$ cat config.mk
export PLATFORM = sky130hd
export DESIGN_NAME = wd_service_gen
export DESIGN_NICKNAME = d
export VERILOG_FILES = /design/src/rtl/wd_pkg.sv /design/src/rtl/wd_sync2.sv /design/src/rtl/wd_service_gen.sv
export SDC_FILE = /design/constraint.sdc
export NUM_CORES = 1
export LEC_CHECK = 0
export ABC_AREA = 0
export CORE_ASPECT_RATIO = 0.75
export CORE_MARGIN = 5
export CORE_UTILIZATION = 55
export CTS_BUF_LIST = sky130_fd_sc_hd__clkbuf_4 sky130_fd_sc_hd__clkbuf_8
export DETAILED_ROUTE_END_ITERATION = 16
export GPL_TIMING_DRIVEN = 0
export PLACE_DENSITY = 0.8
export RECOVER_POWER = 25
export SYNTH_ARGS = -nofsm -noshare
export SYNTH_HDL_FRONTEND = slang
export SYNTH_SLANG_ARGS = --single-unit
$ cat constraint.sdc
create_clock -name CLK -period 2.6 [get_ports CLK]
set_input_delay 0.39 -clock CLK [delete_from_list [all_inputs] [get_ports CLK]]
set_output_delay 0.39 -clock CLK [all_outputs]
set_load 0.05 [all_outputs]
$ cat src/rtl/wd_pkg.sv
// wd_pkg
// Shared definitions for the watchdog link, used by wd_service_gen,
// wd_fail_detector and their benches so all sides agree on encodings.
//   wd_state_t  : 3-bit FSM state type, also driven out on GSTAT
//   FLSTAT_*    : failure-status codes reported by the detector
package wd_pkg;

  // 3'b000 is deliberately unused so a cleared register is caught as illegal.
  typedef enum logic [2:0] {
    ST_CLOSED  = 3'b001,
    ST_OPEN    = 3'b010,
    ST_SERVICE = 3'b011,
    ST_TIMEOUT = 3'b100,
    ST_FAILED  = 3'b111
  } wd_state_t;

  localparam logic [2:0] FLSTAT_OVERRIDE = 3'b000;
  localparam logic [2:0] FLSTAT_SW_DOWN  = 3'b001;
  localparam logic [2:0] FLSTAT_EARLY    = 3'b010;
  localparam logic [2:0] FLSTAT_MISSED   = 3'b011;
  localparam logic [2:0] FLSTAT_IDLE     = 3'b100;

endpackage

$ cat src/rtl/wd_sync2.sv
// wd_sync2
// Two-flop synchroniser for a single asynchronous level, with a hold enable
// so the synchronised value can be frozen.
//   clk   : destination clock
//   rst_n : synchronous active-low reset, both flops to 0
//   en    : 1 = track d, 0 = hold both flops
//   d     : asynchronous input level
//   q     : synchronised level, 2 cycles latency
module wd_sync2 (
  input  logic clk,
  input  logic rst_n,
  input  logic en,
  input  logic d,
  output logic q
);

  logic meta;

  always_ff @(posedge clk) begin
    if (!rst_n) begin
      meta <= 1'b0;
      q    <= 1'b0;
    end else if (en) begin
      meta <= d;
      q    <= meta;
    end
  end

endmodule

$ cat src/rtl/wd_service_gen.sv
// wd_service_gen
// Watchdog service generator: turns software heartbeats into windowed,
// fixed-width service pulses for wd_fail_detector, rejects early heartbeats,
// flags a missed window with FWOVR and freezes once WDFAIL is reported.
//   CLK       : system clock
//   RST_N     : synchronous active-low reset
//   HBEAT     : single-cycle software heartbeat request
//   SWOK      : asynchronous software health level
//   WDFAIL    : failure flag from wd_fail_detector
//   WDSRVC    : service pulse, PULSE_CYC cycles wide
//   SWSTAT    : synchronised SWOK, frozen in FAILED
//   FWOVR     : sticky window-timeout flag
//   GSTAT     : current FSM state encoding
//   EARLY_CNT : saturating count of heartbeats rejected in the closed window
module wd_service_gen
  import wd_pkg::*;
#(
  parameter int CLOSED_CYC = 16,
  parameter int OPEN_CYC   = 32,
  parameter int PULSE_CYC  = 2,
  parameter int CNT_W      = 8,
  parameter int ERR_W      = 4
) (
  input  logic             CLK,
  input  logic             RST_N,
  input  logic             HBEAT,
  input  logic             SWOK,
  input  logic             WDFAIL,
  output logic             WDSRVC,
  output logic             SWSTAT,
  output logic             FWOVR,
  output logic [2:0]       GSTAT,
  output logic [ERR_W-1:0] EARLY_CNT
);

  if (CLOSED_CYC < 1 || OPEN_CYC < 1 || PULSE_CYC < 1 ||
      CLOSED_CYC >= (1 << CNT_W) || OPEN_CYC >= (1 << CNT_W) ||
      PULSE_CYC >= (1 << CNT_W)) begin : g_bad_param
    $error("wd_service_gen: window parameters out of range for CNT_W");
  end

  localparam logic [CNT_W-1:0] CLOSED_LAST = CNT_W'(CLOSED_CYC - 1);
  localparam logic [CNT_W-1:0] OPEN_LAST   = CNT_W'(OPEN_CYC - 1);
  localparam logic [CNT_W-1:0] PULSE_LAST  = CNT_W'(PULSE_CYC - 1);

  wd_state_t        state;
  logic [CNT_W-1:0] cnt;
  logic             sync_en;

  // SWSTAT keeps tracking everywhere except FAILED, where it is frozen.
  assign sync_en = (state != ST_FAILED);

  wd_sync2 u_swok_sync (
    .clk   (CLK),
    .rst_n (RST_N),
    .en    (sync_en),
    .d     (SWOK),
    .q     (SWSTAT)
  );

  assign GSTAT = state;

  // Each legal state checks WDFAIL first so it beats heartbeats, window
  // expiry and a pulse in progress; illegal encodings fall into default.
  always_ff @(posedge CLK) begin
    if (!RST_N) begin
      state     <= ST_CLOSED;
      cnt       <= '0;
      WDSRVC    <= 1'b0;
      FWOVR     <= 1'b0;
      EARLY_CNT <= '0;
    end else begin
      case (state)
        ST_CLOSED: begin
          if (WDFAIL) begin
            state  <= ST_FAILED;
            WDSRVC <= 1'b0;
          end else begin
            if (HBEAT && (EARLY_CNT != '1))
              EARLY_CNT <= EARLY_CNT + ERR_W'(1);
            if (cnt == CLOSED_LAST) begin
              cnt   <= '0;
              state <= ST_OPEN;
            end else begin
              cnt <= cnt + CNT_W'(1);
            end
          end
        end
        ST_OPEN: begin
          if (WDFAIL) begin
            state  <= ST_FAILED;
            WDSRVC <= 1'b0;
          end else if (HBEAT) begin
            cnt    <= '0;
            state  <= ST_SERVICE;
            WDSRVC <= 1'b1;
          end else if (cnt == OPEN_LAST) begin
            state <= ST_TIMEOUT;
          end else begin
            cnt <= cnt + CNT_W'(1);
          end
        end
        ST_SERVICE: begin
          // The next closed window is timed from the end of the pulse.
          if (WDFAIL) begin
            state  <= ST_FAILED;
            WDSRVC <= 1'b0;
          end else if (cnt == PULSE_LAST) begin
            cnt    <= '0;
            state  <= ST_CLOSED;
            WDSRVC <= 1'b0;
          end else begin
            cnt <= cnt + CNT_W'(1);
          end
        end
        ST_TIMEOUT: begin
          if (WDFAIL) begin
            state  <= ST_FAILED;
            WDSRVC <= 1'b0;
          end else begin
            FWOVR  <= 1'b1;
            WDSRVC <= 1'b0;
            state  <= ST_FAILED;
          end
        end
        ST_FAILED: begin
          WDSRVC <= 1'b0;
        end
        default: begin
          state  <= ST_FAILED;
          WDSRVC <= 1'b0;
        end
      endcase
    end
  end

endmodule

==> results.py <==
metrics = {
    "synth": {
        "netlist_area_mm2": 0.001046,
        "synth_edf_count": 0,
        "synthDistinctLibCells": 39,
        "synth_common_cells": "dfxtp_1 (19), nor2_1 (11), nand2_1 (10)",
        "synthAdderAreaFrac_pct": 3.589,
        "synth_seq_cells": 19,
        "synthTopCellsByArea": "dfxtp_1 (36%), xnor2_1 (5.0%), nor2_1 (3.9%)",
        "synthCells": 112,
        "synthArstFlopShare_pct": 0,
        "avgSynthCellArea_um2": 9.339,
        "syn-num-nets": 120,
        "synth_xor_area_share_pct": 7.536,
        "yosys.area_share.simple_pct": 30.38,
        "muxShareOfSynthArea_pct": 2.871,
        "seq_area_frac_synth_pct": 36.36,
        "synthFlopType": "dfxtp_1",
        "yosysMostFrequentCell": "dfxtp_1",
        "yosys.area.top_type_share_pct": 36.36,
        "ys_warn_count": 0,
        "synth_top_family_by_area": "simple AND/OR/NAND/NOR gates",
        "synth_compound_area_share_pct": 15.55,
        "yosysTopAreaCell": "dfxtp_1",
    },
    "detailed_routing": {
        "drt-pass1-iter-count": 4,
        "first_iter_violations": 29,
        "drc": 0,
        "vias": 865,
        "viasPerCell": 5.691,
        "routedWlPerCell_um": 14.12,
        "drtAntennaViolNets": 0,
        "wirelength_um": 2146,
    },
    "final_layout": {
        "fin_cells": 152,
        "diodes": 0,
        "layout-drive-gt1-share_pct": 10.77,
        "fin_util_pct": 70.15,
        "synthToLayoutAreaGrowth_pct": 18.90,
        "final_nets": 139,
    },
    "status": {
        "outcome": "complete, no violations",
    },
    "timing": {
        "tightest_slew_ps": 515.0,
        "max_freq_mhz": 444.2,
        "whs_ps": 483.5,
        "fin_crit_ps": 2251,
        "period_share_pct": 86.59,
        "setup_tns_ps": 0,
        "fin_ws_ps": 348.6,
        "rsz0062_at_grt": "false",
        "drv_slew": 0,
        "final_hold_viol_count": 0,
        "skew_ps": 6.498,
        "setup_viol": 0,
        "slew_headroom_pct": 65.56,
    },
    "clocking": {
        "clock_latency_ps": 300,
        "htree_levels": 1,
        "cts_made_buffers": 3,
        "cts_resized": 0,
        "root_buffer": "clkbuf_4",
        "hold_buffers": 0,
        "cts.sinks": 19,
        "clockBufferDepth": 2,
        "clkTransAtPathRegs_ps": 120,
        "tritoncts": "yes",
        "postCtsSetupBuffers": 0,
    },
    "floorplan": {
        "die_w_um": 60.36,
        "io_pins": 15,
        "dieArea_mm2": 0.002883,
        "core_mm2": 0.001773,
        "start_util_pct": 59.00,
        "die_h_um": 47.77,
        "rows": 13,
    },
    "worst_setup_path": {
        "cp.required_ps": 2780,
        "end_kind": "flip-flop",
        "startpoint_type": "flip-flop",
        "path_max_fanout": 8,
        "crit_arrival_ps": 2430,
        "path_class": "reg2reg",
    },
    "hold_path": {
        "hp-class": "reg2reg",
    },
    "pwr": {
        "leakagePower_nw": 0.4432,
        "p_comb_share_pct": 21.6,
        "seqPwrFrac_pct": 52.7,
        "netSwitchingFraction_pct": 31.48,
        "power_frac_clock_pct": 25.7,
        "p_switching_mw": 0.1914,
        "p_int_mw": 0.4165,
        "pwr_density_cell_mw_per_mm2": 488.8,
        "peakVddDrop_mv": 0.3328,
    },
    "global_route": {
        "grt_use_total_pct": 17.44,
        "antenna_found_initial": 0,
        "grt_first_pass_wirelength_um": 3719,
        "grt-busiest-layer": "met2",
        "grtUsageMet2_pct": 31.03,
        "use_met3_pct": 5.391,
        "grt_use_met1_pct": 20.48,
        "grt_start_max_net_pins": 13,
        "globalRouteOverflowTotal": 0,
        "grt_pass1_vias": 848,
    },
    "place": {
        "gp_congestion": 0.7844,
        "port_buffers": 14,
        "place_hpwl_um": 1649,
        "dp_slack_ps": 378.5,
        "dp.cells": 148,
    },
    "run": {
        "max_cap_viol_count": 0,
    },
}
## layout by cell type, fill, tap and decap left out, types with 3 or more instances in the layout
| cell type | count |
|---|---|
| dfxtp_1 | 19 |
| mux2i_1 | 3 |
| nor2b_1 | 4 |
| nand2_1 | 10 |
| nor3_1 | 3 |
| clkdlybuf4s50_1 | 12 |
| nand2b_1 | 3 |
| ha_1 | 3 |
| clkbuf_4 | 3 |
| xor2_1 | 3 |
| nor2_1 | 11 |
| xnor2_1 | 6 |
| nand3_1 | 6 |
| a211oi_1 | 5 |
| nor4b_1 | 3 |
## registers in the layout, indices dropped and copies added, names as in the netlist
signal            count
EARLY_CNT             4
FWOVR                 1
GSTAT                 3
WDSRVC                1
cnt                   8
u_swok_sync.meta      1
u_swok_sync.q         1
## worst paths after layout
path	start	endpoint	slack (ps)	depth (start not counted)
worst max-delay path	cnt[0]$_SDFFE_PN0P_	cnt[7]$_SDFFE_PN0P_	350	6
worst min-delay path	FWOVR$_SDFFE_PN0P_	FWOVR$_SDFFE_PN0P_	480	1
worst max register to register	cnt[0]$_SDFFE_PN0P_	cnt[7]$_SDFFE_PN0P_	350	6
worst min register to register	FWOVR$_SDFFE_PN0P_	FWOVR$_SDFFE_PN0P_	480	1
## logic make-up after synthesis
group | count (synthesis)
AOI/OAI and AO/OA | 18
DFF | 19
muxes | 3
xor gates and xnor gates | 9
adders and majority gates | 3
and+or+nand+nor | 54
buffers and inverters | 6
## routing by layer
metal	vias to the layer above	share of wire (%)
met1	401	47
li1	439	-
met2	23	47
met5	-	0
met4	0	0.56
met3	2	5.7
## worst max-delay path: stages, from the launching register on
cell	delay, ps
dfxtp_1	420
ha_1	270
or4b_4	540
o21ai_0	240
o21ai_2	120
o31ai_4	420
nor2_1	110
## metrics by stage
stage	area, um2	power [mW]
4_1_cts	1244	0.6159
5_1_grt	1244	0.6429
6_report	1244	0.6079
3_3_place_gp	1214	0.4540
3_5_place_dp	1214	0.4576
2_1_floorplan	1046	0.4193
## area by class of cell
class	count	area (um2)
plain buffers	4	31.28
inverters	2	7.507
repair buffers	14	140.1
well taps	22	27.53
flip-flops and latches	19	380.4
clock inverters	1	7.507
fillers	155	529.3
multi-input cells	87	626.9
clock buffers	3	22.52
## power groups by stage
stage	clock network (mW)	registers, mW	logic (mW)
after CTS	0.164	0.320	0.132
after floorplan	0	0.344	0.0752
after detailed placement	0	0.327	0.131
after global routing	0.178	0.322	0.142
after global placement	0	0.326	0.128
final	0.156	0.320	0.131
No activity file was read; power rests on OpenSTA's default activity.
